$ cat config.mk
export PLATFORM = sky130hd
export DESIGN_NAME = dcache_ctrl
export DESIGN_NICKNAME = d
export VERILOG_FILES = /design/src/rtl/dcache_ctrl.sv
export SDC_FILE = /design/constraint.sdc
export NUM_CORES = 1
export LEC_CHECK = 0
export BUFFER_PORTS_ARGS = -buffer_cell sky130_fd_sc_hd__buf_4
export CAP_MARGIN = 25
export CORE_MARGIN = 8
export CORE_UTILIZATION = 32
export CTS_BUF_LIST = sky130_fd_sc_hd__clkbuf_4
export DETAILED_ROUTE_END_ITERATION = 10
export HOLD_SLACK_MARGIN = 0.05
export PLACE_DENSITY = 0.88
export SLEW_MARGIN = 40
export SYNTH_ARGS = -nofsm -noshare
export SYNTH_HDL_FRONTEND = slang
export SYNTH_SLANG_ARGS = --single-unit
$ cat constraint.sdc
create_clock -name CLK -period 3.99 [get_ports CLK]
set_clock_uncertainty 0.1 [all_clocks]
set_input_delay 0.5985 -clock CLK [delete_from_list [all_inputs] [get_ports CLK]]
set_output_delay 0.5985 -clock CLK [all_outputs]
set_load 0.02 [all_outputs]
$ cat src/rtl/dcache_ctrl.sv
// Data-cache miss/flush controller: write-back of dirty victims, two-word block fills,
// and a halt-triggered flush walk over all eight frame-set indices.
//
// state | meaning
// IDLE  | serve hits, start a miss or a flush
// WB0   | write back word 0 of the selected frame
// WB1   | write back word 1 of the selected frame
// LD0   | fetch word 0 of the requested block
// LD1   | fetch word 1, then validate and tag the frame
// FCHK  | flush walk: inspect frame at ctr
// FNEXT | flush walk: advance ctr or finish
// FDONE | flush complete, requests ignored until reset
module dcache_ctrl (
   input  logic        CLK,
   input  logic        nRST,
   input  logic        dmemREN,
   input  logic        dmemWEN,
   input  logic [31:0] dmemaddr,
   input  logic        halt,
   input  logic        hit,
   input  logic        frame_valid,
   input  logic        frame_dirty,
   input  logic [25:0] frame_tag,
   input  logic [31:0] frame_data0,
   input  logic [31:0] frame_data1,
   input  logic        dwait,
   output logic        dhit,
   output logic        dREN,
   output logic        dWEN,
   output logic [31:0] daddr,
   output logic [31:0] dstore,
   output logic        latch_en,
   output logic        replace,
   output logic        load_data,
   output logic        set_valid,
   output logic        clear_dirty,
   output logic        write_tag,
   output logic        write_offset,
   output logic        idx_sel,
   output logic [2:0]  flush_idx,
   output logic        flushed
);

   typedef enum logic [2:0] {IDLE, WB0, WB1, LD0, LD1, FCHK, FNEXT, FDONE} state_t;

   state_t      r_state;
   logic [2:0]  r_ctr;
   logic        r_flushing;
   logic        r_flushed;

   logic        w_req;
   logic        w_hit;
   logic        w_dirty;
   logic        w_idx_sel;
   logic [2:0]  w_idx;
   logic        w_done;

   assign w_req     = dmemREN | dmemWEN;
   assign w_hit     = hit & frame_valid;
   assign w_dirty   = frame_valid & frame_dirty;
   assign w_idx_sel = (r_state == FCHK) || (r_state == FNEXT) ||
                      (((r_state == WB0) || (r_state == WB1)) && r_flushing);
   assign w_idx     = w_idx_sel ? r_ctr : dmemaddr[5:3];
   // a reset edge must never coincide with a frame update
   assign w_done    = !dwait && nRST;

   always_ff @(posedge CLK) begin
      if (!nRST) begin
         r_state    <= IDLE;
         r_ctr      <= 3'd0;
         r_flushing <= 1'b0;
         r_flushed  <= 1'b0;
      end else begin
         case (r_state)
            IDLE: begin
               if (halt) begin
                  r_state    <= FCHK;
                  r_ctr      <= 3'd0;
                  r_flushing <= 1'b1;
               end else if (w_req && !w_hit) begin
                  r_state <= w_dirty ? WB0 : LD0;
               end
            end
            WB0:   if (!dwait) r_state <= WB1;
            WB1:   if (!dwait) r_state <= r_flushing ? FNEXT : LD0;
            LD0:   if (!dwait) r_state <= LD1;
            LD1:   if (!dwait) r_state <= IDLE;
            FCHK:  r_state <= w_dirty ? WB0 : FNEXT;
            FNEXT: begin
               if (r_ctr == 3'd7) begin
                  r_state    <= FDONE;
                  r_flushing <= 1'b0;
                  r_flushed  <= 1'b1;
               end else begin
                  r_ctr   <= r_ctr + 3'd1;
                  r_state <= FCHK;
               end
            end
            FDONE:   r_state <= FDONE;
            default: r_state <= IDLE;
         endcase
      end
   end

   always_comb begin
      dREN         = 1'b0;
      dWEN         = 1'b0;
      daddr        = 32'd0;
      dstore       = 32'd0;
      latch_en     = 1'b0;
      replace      = 1'b0;
      load_data    = 1'b0;
      set_valid    = 1'b0;
      clear_dirty  = 1'b0;
      write_tag    = 1'b0;
      write_offset = 1'b0;
      case (r_state)
         WB0: begin
            dWEN   = 1'b1;
            daddr  = {frame_tag, w_idx, 1'b0, 2'b00};
            dstore = frame_data0;
         end
         WB1: begin
            dWEN   = 1'b1;
            daddr  = {frame_tag, w_idx, 1'b1, 2'b00};
            dstore = frame_data1;
            if (w_done && r_flushing) begin
               latch_en    = 1'b1;
               replace     = 1'b1;
               clear_dirty = 1'b1;
            end
         end
         LD0: begin
            dREN  = 1'b1;
            daddr = {dmemaddr[31:6], w_idx, 1'b0, 2'b00};
            if (w_done) begin
               latch_en  = 1'b1;
               replace   = 1'b1;
               load_data = 1'b1;
            end
         end
         LD1: begin
            dREN  = 1'b1;
            daddr = {dmemaddr[31:6], w_idx, 1'b1, 2'b00};
            if (w_done) begin
               latch_en     = 1'b1;
               replace      = 1'b1;
               load_data    = 1'b1;
               write_offset = 1'b1;
               set_valid    = 1'b1;
               clear_dirty  = 1'b1;
               write_tag    = 1'b1;
            end
         end
         default: ;
      endcase
   end

   assign dhit      = (r_state == IDLE) && !halt && w_req && w_hit;
   assign idx_sel   = w_idx_sel;
   assign flush_idx = r_ctr;
   assign flushed   = r_flushed;

endmodule
# Word-level counts from Yosys, hierarchy flattened
# Cells that the tools add are included.
# totals
regBits	8
elab_cells	73
inputBits	131
output_inout_bits	79
# op_classes
muxes	28
bitwise	3
n_eq_ne	16
n_addsub	1
n_reduce_logical	21
# op_table
cell	count
one-hot mux 32 bit (4 select lines)	1
one-hot mux 32 bit (2 select lines)	1
two-way mux 3 bit	11
one-hot mux 3 bit (8 select lines)	1
== test 3 bit (second input constant)	5
inequality test 2 bit (second input constant)	6
two-way mux 1 bit	8
logical AND 1 bit	7
== test 3 x 2 -> 1 bit (second input constant)	2
one-hot mux 1 bit (2 select lines)	3
one-hot mux 3 bit (2 select lines)	1
AND reduction 3 bit	2
AND reduction 5 bit	1
two-way mux 2 bit	2
OR reduction 2 bit	2
adder 3 x 1 -> 3 bit (second input constant)	1
== test 3 x 1 -> 1 bit (second input constant)	1
logical NOT 1 bit	3
logical NOT 3 bit	1
logical OR 1 bit	3
inequality test 3 bit (second input constant)	1
AND 1 bit	2
inequality test 2 x 1 -> 1 bit (second input constant)	1
AND reduction 2 bit	1
other kinds (2)	2

# Longest topological paths before layout
# depth
depth_word	6
depth_mapped	8
mapped_depth_nobuf	6

# Least setup slack after synthesis
# OpenSTA, ideal clock, no wires.
# synth_path
path_type	register to output
from	reg r_state[1]
to	out replace
required_time_ps	3292
setup_slack_ps	1596
n_path_buf	4
stages_incl_launch_ff	9
arrival_time_ps	1695
path_cell_list	dfxtp_1 > buf_6 > or2_1 > buf_6 > mux2i_4 > buf_4 > a21oi_1 > nor2_1 > buf_4
# synth_via
elab_chain_cells	3
word_cells_on_any_way	5
classes_between	eq/ne (3); mux (1); reduce/logical (1)
# synth_lines
item	line_no	source
start, declared	46	state_t r_state;
start signal, assigned	81	r_state <= w_dirty ? WB0 : LD0;
start signal, assigned	85	WB1: if (!dwait) r_state <= r_flushing ? FNEXT : LD0;
start signal, assigned	88	FCHK: r_state <= w_dirty ? WB0 : FNEXT;
== test 3 bit / == test 3 x 2 -> 1 bit (equally long branches)	n/a	
OR reduction 2 bit (no line)	n/a	
one-hot mux 1 bit (2 select lines) (*)	n/a	
end, declared	33	output logic replace,
# Mark *: on every way between the ends. The rest lies on a longest branch, timed or not.

# Final worst setup path
# layout_path
from	reg r_state[2]
to	out write_offset
# layout_via
elab_chain_cells	2
# layout_lines
item	line_no	source
== test 3 bit	117	case (r_state)
two-way mux 1 bit	117	
end, declared	38	output logic write_offset,
# Every way passes these cells.

==> results.md <==
* Status: finished clean
* Initial antenna violation count at 0
* Setup Slack @ Placement at approximately 1.1 ns
* CTS tree: yes
* Compound-Gate Fraction of Synth Area at 0.489
* Dpl cell area at ~0.0028 mm²
* GRT Util Overall at 0.223
* PD cells at about 740 mW/mm²
* CP arrival at 2.24 ns
* Finished Core Util at 0.707
* Synth Cell Area at roughly 0.0014 mm²
* Post-synthesis register bit count at 8
* Max cap viols at 0
* Total negative slack at 0 ns
* Largest family of logic cells by synthesized area: compound AO/OA/AOI/OAI gates
* Post-Synth XOR/XNOR Area at 0.00643
* # fillers at 353
* Layout Nets at 491
* Hold Fails Final Rpt at 0
* CP Data Required Time at roughly 3.3 ns
* Async set-reset flop share out of synthesis at 0
* Wire per inst at around 21 µm
* H-tree levels at 1
* First-pass GRT wire length at between 10000 and 15000 µm
* CTS sink count at 8
* Yosys warning count at 0
* Total CTS buffers at 3
* Setup Fix Bufs, Post-CTS at 0
* Hold WC Path Type: reg -> reg
* Period Utilization, post-route at 0.735
* DRC viols at 0
* Routed Antenna Nets at 0
* Multi-input logic area at 0.00105 mm²
* Slew @ Worst Pin at ~0.83 ns
* FMAX at 341 MHz
* Drt pass-1 iters at 4
* Clk slew on worst S/H paths at roughly 0.060 ns
* Largest net degree at the start of global routing at 33
* Share of layout cells above drive strength 1 at 0.610
* Commonest non-fill, non-tap cell in the layout: buf_4
* CTS hold repair buffers at 0
* HPWL Detailed at approximately 7200 µm
* Routability Congestion at between 0.8 and 0.9
* Detailed-route via count at approximately 2100
* Period minus WS final at slightly below 3 ns
* Die area at around 0.0066 mm²
* Pleak at about 1.5 nW
* Area contributors post-synth: a22o_1 37%, dfxtp_1 12%, buf_4 4.4%
* Synth Area in Adders at 0.0184
* Netlist cell types at 42
* Cell Rows at 23
* CTS max path bufs at 2
* Avg Cell Area, Syn at 8.06 µm²
* Clk root buf: clkbuf_4
* Antenna diodes at 0
* Max VDD drop at 0.000378 V
* 1st-iter DRT viols at 85
* Top cell type's share of synthesized area at 0.373
* DR vias/cell at roughly 5.3
* Cell count after synthesis at between 150 and 200
* Most frequent cells in the layout: 207 x buf_4, 58 x a22o_1, 12 x nor2_1
* WL final at approximately 8500 µm
* EDFF count, synth at 0
* Crit Path Class: reg -> out
* Min setup slack post-route at approximately 1.1 ns
* Vias in the first global route at approximately 2000
* CORE AREA at roughly 0.0041 mm²
* Port Buffer Count at ~200
* Register Area at roughly 160 µm²
* Finished Cell Area at 0.00287 mm²
* Die X at 81.3 µm
* I/O pin cnt at 210
* # resized after CTS at 0
* Area Overhead vs Synth at 111%
* Max FO, Critical Path at 21
* Critical path capture point type: output pin
* Synth Area in Simple Gates at 0.190
* Final slew viol count at 0
* Area leader, netlist: a22o_1
* Seq/Total Area, Yosys at 0.118
* RSZ-0062 raised after global routing: no
* Min Hold Slack at 0.398 ns
* Final setup fails at 0
* Top_reg_cell synth: dfxtp_1
* Grt total ovfl at 0
* Initial core utilization at 0.336
* Slew headroom at 0.445
* Die Y at around 81 µm
* Mux share of post-synthesis cell area at 0.0560
* Worst-skew pair later-pin latency at around 0.26 ns
* Startpoint Class: register
-- registers in the layout, summed over array words and instances (netlist names) --
signal / count
r_state: 3
flushed: 1
flush_idx: 3
r_flushing: 1
-- per-layer routing --
metal	routed length (µm)	track usage	up-vias
met2	4570	0.413	97
met5	0	0	-
met4	206	0.0750	0
li1	-	-	1034
met3	723	0.0563	21
met1	3000	0.240	981
-- cell type report --
class / instances / share of cell area
Timing Repair Buffer: 208 / 0.547
Clock buffer: 3 / 0.00785
Sequential cell: 8 / 0.0558
Multi-Input combinational cell: 136 / 0.367
Inverter: 1 / 0.00131
Tap cell: 50 / 0.0218
-- through the flow --
stage | cells | total power [mW]
3_5_place_dp | 402 | 2.04
4_1_cts | 405 | 2.11
3_3_place_gp | 402 | 2.02
6_report | 406 | 2.12
5_1_grt | 406 | 2.23
2_1_floorplan | 170 | 1.32
-- Yosys cell counts (3+ instances only) --
| library cell | instances |
|---|---|
| nand2_1 | 6 |
| o21ai_0 | 3 |
| dfxtp_1 | 8 |
| mux2i_1 | 4 |
| nand2b_1 | 4 |
| a22o_1 | 58 |
| buf_2 | 10 |
| buf_6 | 3 |
| nor2_1 | 12 |
| clkbuf_1 | 4 |
| nor2b_1 | 7 |
| nor3_1 | 3 |
| a21oi_1 | 5 |
| buf_4 | 8 |
-- report_power, final --
| group | internal, mW | switching, mW | leakage (nW) |
|---|---|---|---|
| logic | 0.849 | 1.04 | 1.44 |
| clock network | 0.0346 | 0.0308 | 0.0138 |
| registers | 0.0972 | 0.0721 | 0.0654 |
| total | 0.981 | 1.14 | 1.52 |
-- logic make-up (layout without fill, tap and decap cells) --
logic type	after synthesis	in the layout
AO/OA/AOI/OAI	81	81
XOR/XNOR	1	1
adder cells (fa/ha/maj)	2	2
buffers and inverters	26	212
flip-flops	8	8
multiplexers	6	6
other	1	2
AND/OR/NAND/NOR	44	44
-- worst max-delay path, cell delays in order, from the launching register on --
cell      delay [ns]
dfxtp_1         0.86
nand2b_1        0.26
nor3_1          0.58
buf_4           0.27
-- path summary, 6_finish.rpt --
path	startpoint	endpoint	slack, ns	cells past startpoint
max	r_state[2]$_SDFFE_PN0P_	write_offset	1.06	3
min	flushed$_SDFFE_PN0P_	flushed$_SDFFE_PN0P_	0.40	2
max reg2reg	r_state[1]$_SDFFE_PN0P_	r_state[1]$_SDFFE_PN0P_	2.05	4
min reg2reg	flushed$_SDFFE_PN0P_	flushed$_SDFFE_PN0P_	0.40	2
Power figures use the tool's default switching activity.
